### config.mk
export PLATFORM = sky130hd
export DESIGN_NAME = alu_op_sequencer
export DESIGN_NICKNAME = d
export VERILOG_FILES = /design/src/rtl/alu_seq_pkg.sv /design/src/rtl/sat_counter8.sv /design/src/rtl/alu_op_sequencer.sv
export SDC_FILE = /design/constraint.sdc
export NUM_CORES = 1
export LEC_CHECK = 0
export ABC_AREA = 1
export CAP_MARGIN = 10
export CELL_PAD_IN_SITES_DETAIL_PLACEMENT = 0
export CELL_PAD_IN_SITES_GLOBAL_PLACEMENT = 1
export CORE_MARGIN = 4
export CORE_UTILIZATION = 30
export CTS_BUF_LIST = sky130_fd_sc_hd__clkbuf_8
export CTS_CLUSTER_SIZE = 14
export DETAILED_ROUTE_END_ITERATION = 7
export PLACE_DENSITY = 0.89
export SKIP_CTS_REPAIR_TIMING = 1
export SLEW_MARGIN = 30
export SYNTH_ARGS = -nofsm -noshare
export SYNTH_HDL_FRONTEND = slang
export SYNTH_SLANG_ARGS = --single-unit
### constraint.sdc
create_clock -name clk -period 1.33 [get_ports clk]
set_input_delay 0.3325 -clock clk [delete_from_list [all_inputs] [get_ports clk]]
set_output_delay 0.3325 -clock clk [all_outputs]
set_load 0.02 [all_outputs]
### src/rtl/alu_seq_pkg.sv
`default_nettype none
// ============================================================================
// Module      : alu_seq_pkg
// Description : Shared definitions for the ALU operation sequencer: FSM
//               state encoding, default opcode width and the field offsets
//               of the {op, a, b} ALU input word (op at top, a middle,
//               b low).
// Revision    : 1.0 - initial release
// ============================================================================
package alu_seq_pkg;

    localparam int c_OPC_W_DEFAULT = 2;

    typedef enum logic [1:0] {
        ST_IDLE    = 2'd0,
        ST_DRIVE   = 2'd1,
        ST_CAPTURE = 2'd2,
        ST_HOLD    = 2'd3
    } state_t;

    // Bit offsets of each field inside the ALU word for a given operand width.
    function automatic int fld_op_lsb(input int data_w);
        return 2 * data_w;
    endfunction

    function automatic int fld_a_lsb(input int data_w);
        return data_w;
    endfunction

    function automatic int fld_b_lsb(input int data_w);
        // b sits at the bottom of the word regardless of width
        return (data_w > 0) ? 0 : 0;
    endfunction

endpackage : alu_seq_pkg
`default_nettype wire

### src/rtl/sat_counter8.sv
`default_nettype none
// ============================================================================
// Module      : sat_counter8
// Description : 8-bit up counter that sticks at 255 instead of wrapping.
// Revision    : 1.0 - initial release
// ============================================================================
module sat_counter8 (
    input  logic       clk,
    input  logic       rst_n,
    input  logic       i_inc,
    output logic [7:0] o_count
);

    logic [7:0] r_count;

    // Count increment requests, holding at all-ones once reached.
    always_ff @(posedge clk or negedge rst_n) begin
        if (!rst_n) begin
            r_count <= 8'd0;
        end else if (i_inc && (r_count != 8'hFF)) begin
            r_count <= r_count + 8'd1;
        end
    end

    assign o_count = r_count;

endmodule : sat_counter8
`default_nettype wire

### src/rtl/alu_op_sequencer.sv
`default_nettype none
// ============================================================================
// Module      : alu_op_sequencer
// Description : Sequences one command at a time through an external
//               combinational ALU: register operands (DRIVE), allow one
//               settle cycle, capture the result (CAPTURE) and hold it on a
//               valid/ready response port (HOLD). Counts overflowing
//               responses in a saturating 8-bit counter.
//               Optional macro ALU_SEQ_ACCUM_EN adds input cmd_chain, which
//               substitutes the low DATA_W bits of the last captured result
//               for the a operand.
// Revision    : 1.0 - initial release
// ============================================================================
module alu_op_sequencer
    import alu_seq_pkg::*;
#(
    parameter int DATA_W = 16,
    parameter int OPC_W  = c_OPC_W_DEFAULT
) (
    input  logic                      clk,
    input  logic                      rst_n,
`ifdef ALU_SEQ_ACCUM_EN
    input  logic                      cmd_chain,
`endif
    input  logic                      cmd_valid,
    output logic                      cmd_ready,
    input  logic [OPC_W-1:0]          cmd_op,
    input  logic [DATA_W-1:0]         cmd_a,
    input  logic [DATA_W-1:0]         cmd_b,
    output logic [OPC_W+2*DATA_W-1:0] alu_inp,
    input  logic [OPC_W+2*DATA_W-1:0] alu_out,
    input  logic                      alu_o,
    input  logic                      alu_carry,
    output logic                      rsp_valid,
    input  logic                      rsp_ready,
    output logic [OPC_W+2*DATA_W-1:0] rsp_data,
    output logic                      rsp_o,
    output logic                      rsp_carry,
    output logic [7:0]                ovf_count
);

    localparam int c_ALU_W  = OPC_W + 2 * DATA_W;
    localparam int c_OP_LSB = fld_op_lsb(DATA_W);
    localparam int c_A_LSB  = fld_a_lsb(DATA_W);
    localparam int c_B_LSB  = fld_b_lsb(DATA_W);

    state_t               r_state;
    state_t               w_state_next;
    logic                 w_xfer;
    logic                 w_ovf_inc;
    logic [DATA_W-1:0]    w_a;
    logic [c_ALU_W-1:0]   w_cmd_word;
    logic [c_ALU_W-1:0]   r_alu_inp;
    logic [c_ALU_W-1:0]   r_rsp_data;
    logic                 r_rsp_o;
    logic                 r_rsp_carry;

    // State register; reset abandons any command in flight.
    always_ff @(posedge clk or negedge rst_n) begin
        if (!rst_n) begin
            r_state <= ST_IDLE;
        end else begin
            r_state <= w_state_next;
        end
    end

    // Next state and handshake outputs; HOLD never accepts a command even
    // on the cycle it is released.
    always_comb begin
        w_state_next = r_state;
        cmd_ready    = 1'b0;
        rsp_valid    = 1'b0;
        case (r_state)
            ST_IDLE: begin
                cmd_ready = 1'b1;
                if (cmd_valid) begin
                    w_state_next = ST_DRIVE;
                end
            end
            ST_DRIVE:   w_state_next = ST_CAPTURE;
            ST_CAPTURE: w_state_next = ST_HOLD;
            ST_HOLD: begin
                rsp_valid = 1'b1;
                if (rsp_ready) begin
                    w_state_next = ST_IDLE;
                end
            end
            default:    w_state_next = ST_IDLE;
        endcase
    end

    assign w_xfer    = cmd_valid && cmd_ready;
    assign w_ovf_inc = (r_state == ST_CAPTURE) && alu_o;

`ifdef ALU_SEQ_ACCUM_EN
    // The captured response register doubles as the chaining accumulator;
    // it resets to zero with everything else.
    assign w_a = cmd_chain ? r_rsp_data[c_B_LSB +: DATA_W] : cmd_a;
`else
    assign w_a = cmd_a;
`endif

    // Assemble the {op, a, b} word from the package field offsets.
    always_comb begin
        w_cmd_word                       = '0;
        w_cmd_word[c_OP_LSB +: OPC_W]    = cmd_op;
        w_cmd_word[c_A_LSB  +: DATA_W]   = w_a;
        w_cmd_word[c_B_LSB  +: DATA_W]   = cmd_b;
    end

    // Operand register loads only on transfer; result registers load only
    // in CAPTURE so the payload is stable throughout HOLD.
    always_ff @(posedge clk or negedge rst_n) begin
        if (!rst_n) begin
            r_alu_inp   <= '0;
            r_rsp_data  <= '0;
            r_rsp_o     <= 1'b0;
            r_rsp_carry <= 1'b0;
        end else begin
            if (w_xfer) begin
                r_alu_inp <= w_cmd_word;
            end
            if (r_state == ST_CAPTURE) begin
                r_rsp_data  <= alu_out;
                r_rsp_o     <= alu_o;
                r_rsp_carry <= alu_carry;
            end
        end
    end

    assign alu_inp   = r_alu_inp;
    assign rsp_data  = r_rsp_data;
    assign rsp_o     = r_rsp_o;
    assign rsp_carry = r_rsp_carry;

    sat_counter8 u_ovf_count (
        .clk     (clk),
        .rst_n   (rst_n),
        .i_inc   (w_ovf_inc),
        .o_count (ovf_count)
    );

endmodule : alu_op_sequencer
`default_nettype wire

Word level (Yosys, flattened, before mapping)
Cells that the tools add are included.
{"block": "op_classes", "eq_ne": 6, "add_sub_neg": 1, "muxes": 5, "reduce_logical": 5}
{"operator": "$add 8x1->8 const B", "n": 1}
{"operator": "$ne 8x8->1 const B", "n": 1}
{"operator": "$pmux 2 s4", "n": 1}
{"operator": "$eq 2x2->1 const B", "n": 2}
{"operator": "$mux 2", "n": 2}
{"operator": "$ne 2x2->1 const B", "n": 2}
{"operator": "$logic_and 1x1->1", "n": 3}
{"operator": "$eq 2x1->1 const B", "n": 1}
{"operator": "$logic_not 2->1", "n": 1}
{"operator": "$mux 1", "n": 2}
{"operator": "$reduce_and 2->1", "n": 1}
{"block": "totals", "in_bits": 74, "output_inout_bits": 80, "register_bits": 80, "wordCells": 23}

Depth between registers and ports, before layout
{"block": "logic_depth", "word_depth": 3, "ltp_mapped": 8, "ltp_nobuf": 8}

Cells and area by module
From an unflattened synthesis, not the netlist that was laid out.
{"block": "hier_totals", "hier_cells": 385, "hier_area_um2": 3463.3}
{"mod": "alu_op_sequencer", "cells_each": 322, "area_each_um2": 2980.4, "n_inst": 1, "seq_area_each_um2": 1801.7}
{"mod": "sat_counter8", "cells_each": 63, "area_each_um2": 483.0, "n_inst": 1, "seq_area_each_um2": 200.2}

Worst setup path before layout
Ideal clock, no wire load.
{"block": "synth_timing", "path_kind": "register to register", "from": "reg r_state[0]", "to": "reg r_alu_inp[0], in the netlist alu_inp[0]", "setup_time_ns": 0.125, "path_slack_ns": -0.211, "stages_incl_launch_ff": 6, "period_less_slack_ns": 1.541, "required_ns": 1.205, "path_buffers": 1, "t_arrival_ns": 1.416, "cell_sequence": "dfrtp_1 inv_1 ha_1 nand2_2 buf_6 mux2_4"}
{"block": "synth_via", "elab_chain_cells": 3}
{"item": "start: declaration", "line_no": "alu_op_sequencer.sv:47", "rtl": "state_t r_state;"}
{"item": "start signal: assignment", "line_no": "alu_op_sequencer.sv:63", "rtl": "r_state <= w_state_next;"}
{"item": "$logic_not 2->1", "line_no": "alu_op_sequencer.sv:73", "rtl": "case (r_state)"}
{"item": "$mux 1", "line_no": "alu_op_sequencer.sv:73"}
{"item": "named net cmd_ready", "line_no": "alu_op_sequencer.sv:26", "rtl": "output logic cmd_ready,"}
{"item": "$logic_and 1x1->1", "line_no": "alu_op_sequencer.sv:92", "rtl": "assign w_xfer = cmd_valid && cmd_ready;"}
{"item": "end signal: assignment", "line_no": "alu_op_sequencer.sv:121", "rtl": "r_alu_inp <= w_cmd_word;"}
{"item": "end: declaration", "line_no": "alu_op_sequencer.sv:53", "rtl": "logic [c_ALU_W-1:0] r_alu_inp;"}
The timed path passes the listed nets, and every way through them passes these cells.
A chain may end at the register's enable or synchronous reset.

Worst setup path in the final report
{"block": "layout_timing", "from": "reg r_state[0]", "to": "reg r_rsp_data[13], in the netlist rsp_data[13]"}
{"block": "layout_via", "elab_chain_cells": 1}
{"item": "$eq 2x2->1", "line_no": "alu_op_sequencer.sv:123", "rtl": "if (r_state == ST_CAPTURE) begin"}
{"item": "end signal: assignment", "line_no": "alu_op_sequencer.sv:124", "rtl": "r_rsp_data <= alu_out;"}
{"item": "end: declaration", "line_no": "alu_op_sequencer.sv:54", "rtl": "logic [c_ALU_W-1:0] r_rsp_data;"}
No other way between the ends.

==> metrics.yaml <==
synth:
  syn_area_um2: 3340
  synth_top_area_share: 0.600
  synth_xor_area_frac: 0.00262
  synth_compound_area_frac: 0.00900
  synth_area_leader_cell: "dfrtp_1"
  synth_edf_count: 0
  avgSynthCellArea_um2: 14.6
  syn_nets: 307
  yosys.area_share.adder: 0.0187
  synth-simple-area-share: 0.0649
  yosys_warnings: 0
  async_flop_share: 1.00
  postSynthCellCount: 228
  synthDistinctLibCells: 18
  synth_common_cells: "dfrtp_1 (80), mux2_2 (39), mux2_4 (30)"
  synth-main-ff-cell: "dfrtp_1"
  ys_top_cells_by_area: "dfrtp_1 (60%), mux2_4 (13%), mux2_2 (13%)"
  synth_top_family_by_area: "multiplexers"
  yosysMostFrequentCell: "dfrtp_1"
  seq_area_frac_synth: 0.600
  synth_mux_area_frac: 0.267
  ys_ff_latch: 80
global_route:
  grt_pass1_vias: 2733
  grt_pass1_wl_mm: 13.7
  antenna_found_initial: 0
  overflow: 0
  grt_max_degree: 35
  grt_usage: 0.135
placed_design:
  post-dp-hpwl_mm: 6.61
  gp_congestion: 0.772
  placed_area_um2: 5290
  portBuffers: 153
floorplan:
  die_h_um: 113
  rows: 38
  io_pins: 154
  chipWidth_um: 113
  start_util: 0.308
  core_area_um2: 10800
  design.die.area_um2: 12900
clock_tree:
  clkTransAtPathRegs_ns: 0.08
  insertion_delay_ns: 0.34
  h-tree-depth: 3
  cts_tree: "done"
  cts_sinks: 80
  cts_root_buffer: "clkbuf_8"
  cts_buffers: 9
  ctsLongestPathBuffers: 2
timing:
  hold_ws_ns: 0.382
  rsz0062_at_grt: "true"
  post-route-min-period_ns: 1.49
  setup_violations: 81
  skew_ns: 0.0120
  clock.fmax_mhz: 671
  drv_slew: 0
  setup_tns_ns: -9.12
  fin_crit_sh: 1.12
  relSlewSlack: 0.800
  tightest_slew_ns: 0.299
  timing.final.ws_setup_ns: -0.161
  hold_violations: 0
setup_path:
  end_kind: "flop"
  critPathBufInv: 3
  timing_worst_setup_path_type: "flop to flop"
  critPathMaxFanout: 7
  worstPathRequired_ns: 1.55
  reg2reg_depth: 5
  cp.arrival_ns: 1.71
  crit_slowest_cell: "dfrtp_1"
  cp_top_family: "buffers and inverters"
  crit_chain: "inv_2 -> buf_6 -> ha_4 -> clkbuf_16 -> mux2_4"
  critPathLaunchType: "flop"
  reg2reg_from: "r_state[0]"
  reg2reg_slack_ns: -0.16
  r2r_end: "rsp_data[13]"
  cpPeakStageDelay_ns: 0.41
  crit_cells: 5
status:
  status: "finished with violations"
  violations: "negative setup slack"
drt:
  antenna_left: 0
  dr.pass1.iters: 4
  drt-wirelength-per-cell_um: 16.7
  wirelength_mm: 9.36
  drc: 0
  via_per_inst: 4.35
  num_vias: 2442
  drt_iter0_markers: 74
final_layout:
  antenna_cells: 0
  fill_cells: 940
  finalNetCount: 496
  fin_area_um2: 5800
  drive_above_1_share: 0.420
  postLayoutCoreUtil: 0.535
  area.growth.synth_to_final_pct: 73.8
pwr:
  powerDensity_nw_per_um2: 2480
  p_total_uw: 14400
  ir_drop_uv: 1220
  leakage_uw: 0.00309
run:
  drv_cap: 0
hold_path:
  hold_class: "input port to asynchronous set/reset pin"
## worst reg2reg max path, delay by kind of cell (launching register included)
family,cells,cell delay (ns)
muxes,1,0.30
buffers and inverters,3,0.42
DFF,1,0.41
adders and majority gates,1,0.24
## cell families after synthesis
logic type,after synthesis
multiplexers,69
AO/OA/AOI/OAI,5
adder cells (fa/ha/maj),5
XOR/XNOR,1
AND/OR/NAND/NOR,48
buffers and inverters,20
flip-flops,80
## worst max path at each step
stage | start | slack (ns) | to
after floorplan | r_state[1] | -0.02 | alu_inp[0]
after global placement | cmd_valid | -0.28 | alu_inp[25]
after detailed placement | cmd_valid | -0.31 | alu_inp[33]
after CTS | r_state[0] | -0.61 | cmd_ready
after global routing | r_state[0] | -0.24 | u_ovf_count.o_count[6]
final | r_state[0] | -0.16 | rsp_data[13]
## layer usage
metal / vias up / global-route usage / wire, um
li1: 1144 / - / -
met3: 12 / 0.0430 / 524
met1: 1214 / 0.153 / 3770
met2: 72 / 0.232 / 4920
met5: - / 0 / 0
met4: 0 / 0.0601 / 155
## placed cells by master (no fill, tap or decap), types with 3 or more instances in the layout
cell type,synthesis,routed
buf_12,0,4
buf_4,0,15
buf_6,7,5
clkbuf_16,0,5
clkbuf_2,0,38
clkbuf_8,0,13
clkdlybuf4s50_1,0,72
dfrtp_1,80,79
dlymetal6s2s_1,0,41
inv_1,13,10
mux2_4,30,69
nand2_1,24,22
nand2_2,2,3
nand3_1,7,6
nor2_1,9,4
nor2_2,0,3
## final cells by class
type | count | area, um^2 | share of cell area
inverter | 13 | 52.6 | 0.00906
timing repair buffer | 184 | 1870 | 0.322
clock buffer | 13 | 179 | 0.0308
sequential | 80 | 2000 | 0.345
tap | 140 | 175 | 0.0302
multi-input combinational | 129 | 1470 | 0.253
clock inverter | 2 | 60.1 | 0.0104
## per-stage QoR
stage / worst slack [ns] / instances
4_1_cts: -0.606 / 550
3_3_place_gp: -0.281 / 535
2_1_floorplan: -0.0241 / 228
5_1_grt: -0.239 / 561
3_5_place_dp: -0.314 / 535
6_report: -0.161 / 561
## power by group
| group | internal [uW] | switching, uW | leakage (uW) |
|---|---|---|---|
| combinational | 4360 | 3580 | 0.00202 |
| sequential | 3630 | 699 | 0.000949 |
| clock | 1250 | 839 | 0.000122 |
| total | 9250 | 5120 | 0.00309 |
## registers in the layout (all words and copies together) (netlist names)
| register | count |
|---|---|
| alu_inp | 34 |
| rsp_data | 34 |
| u_ovf_count.o_count | 8 |
| r_state | 2 |
| rsp_carry | 1 |
| rsp_o | 1 |
No activity file was read; power rests on OpenSTA's default activity.
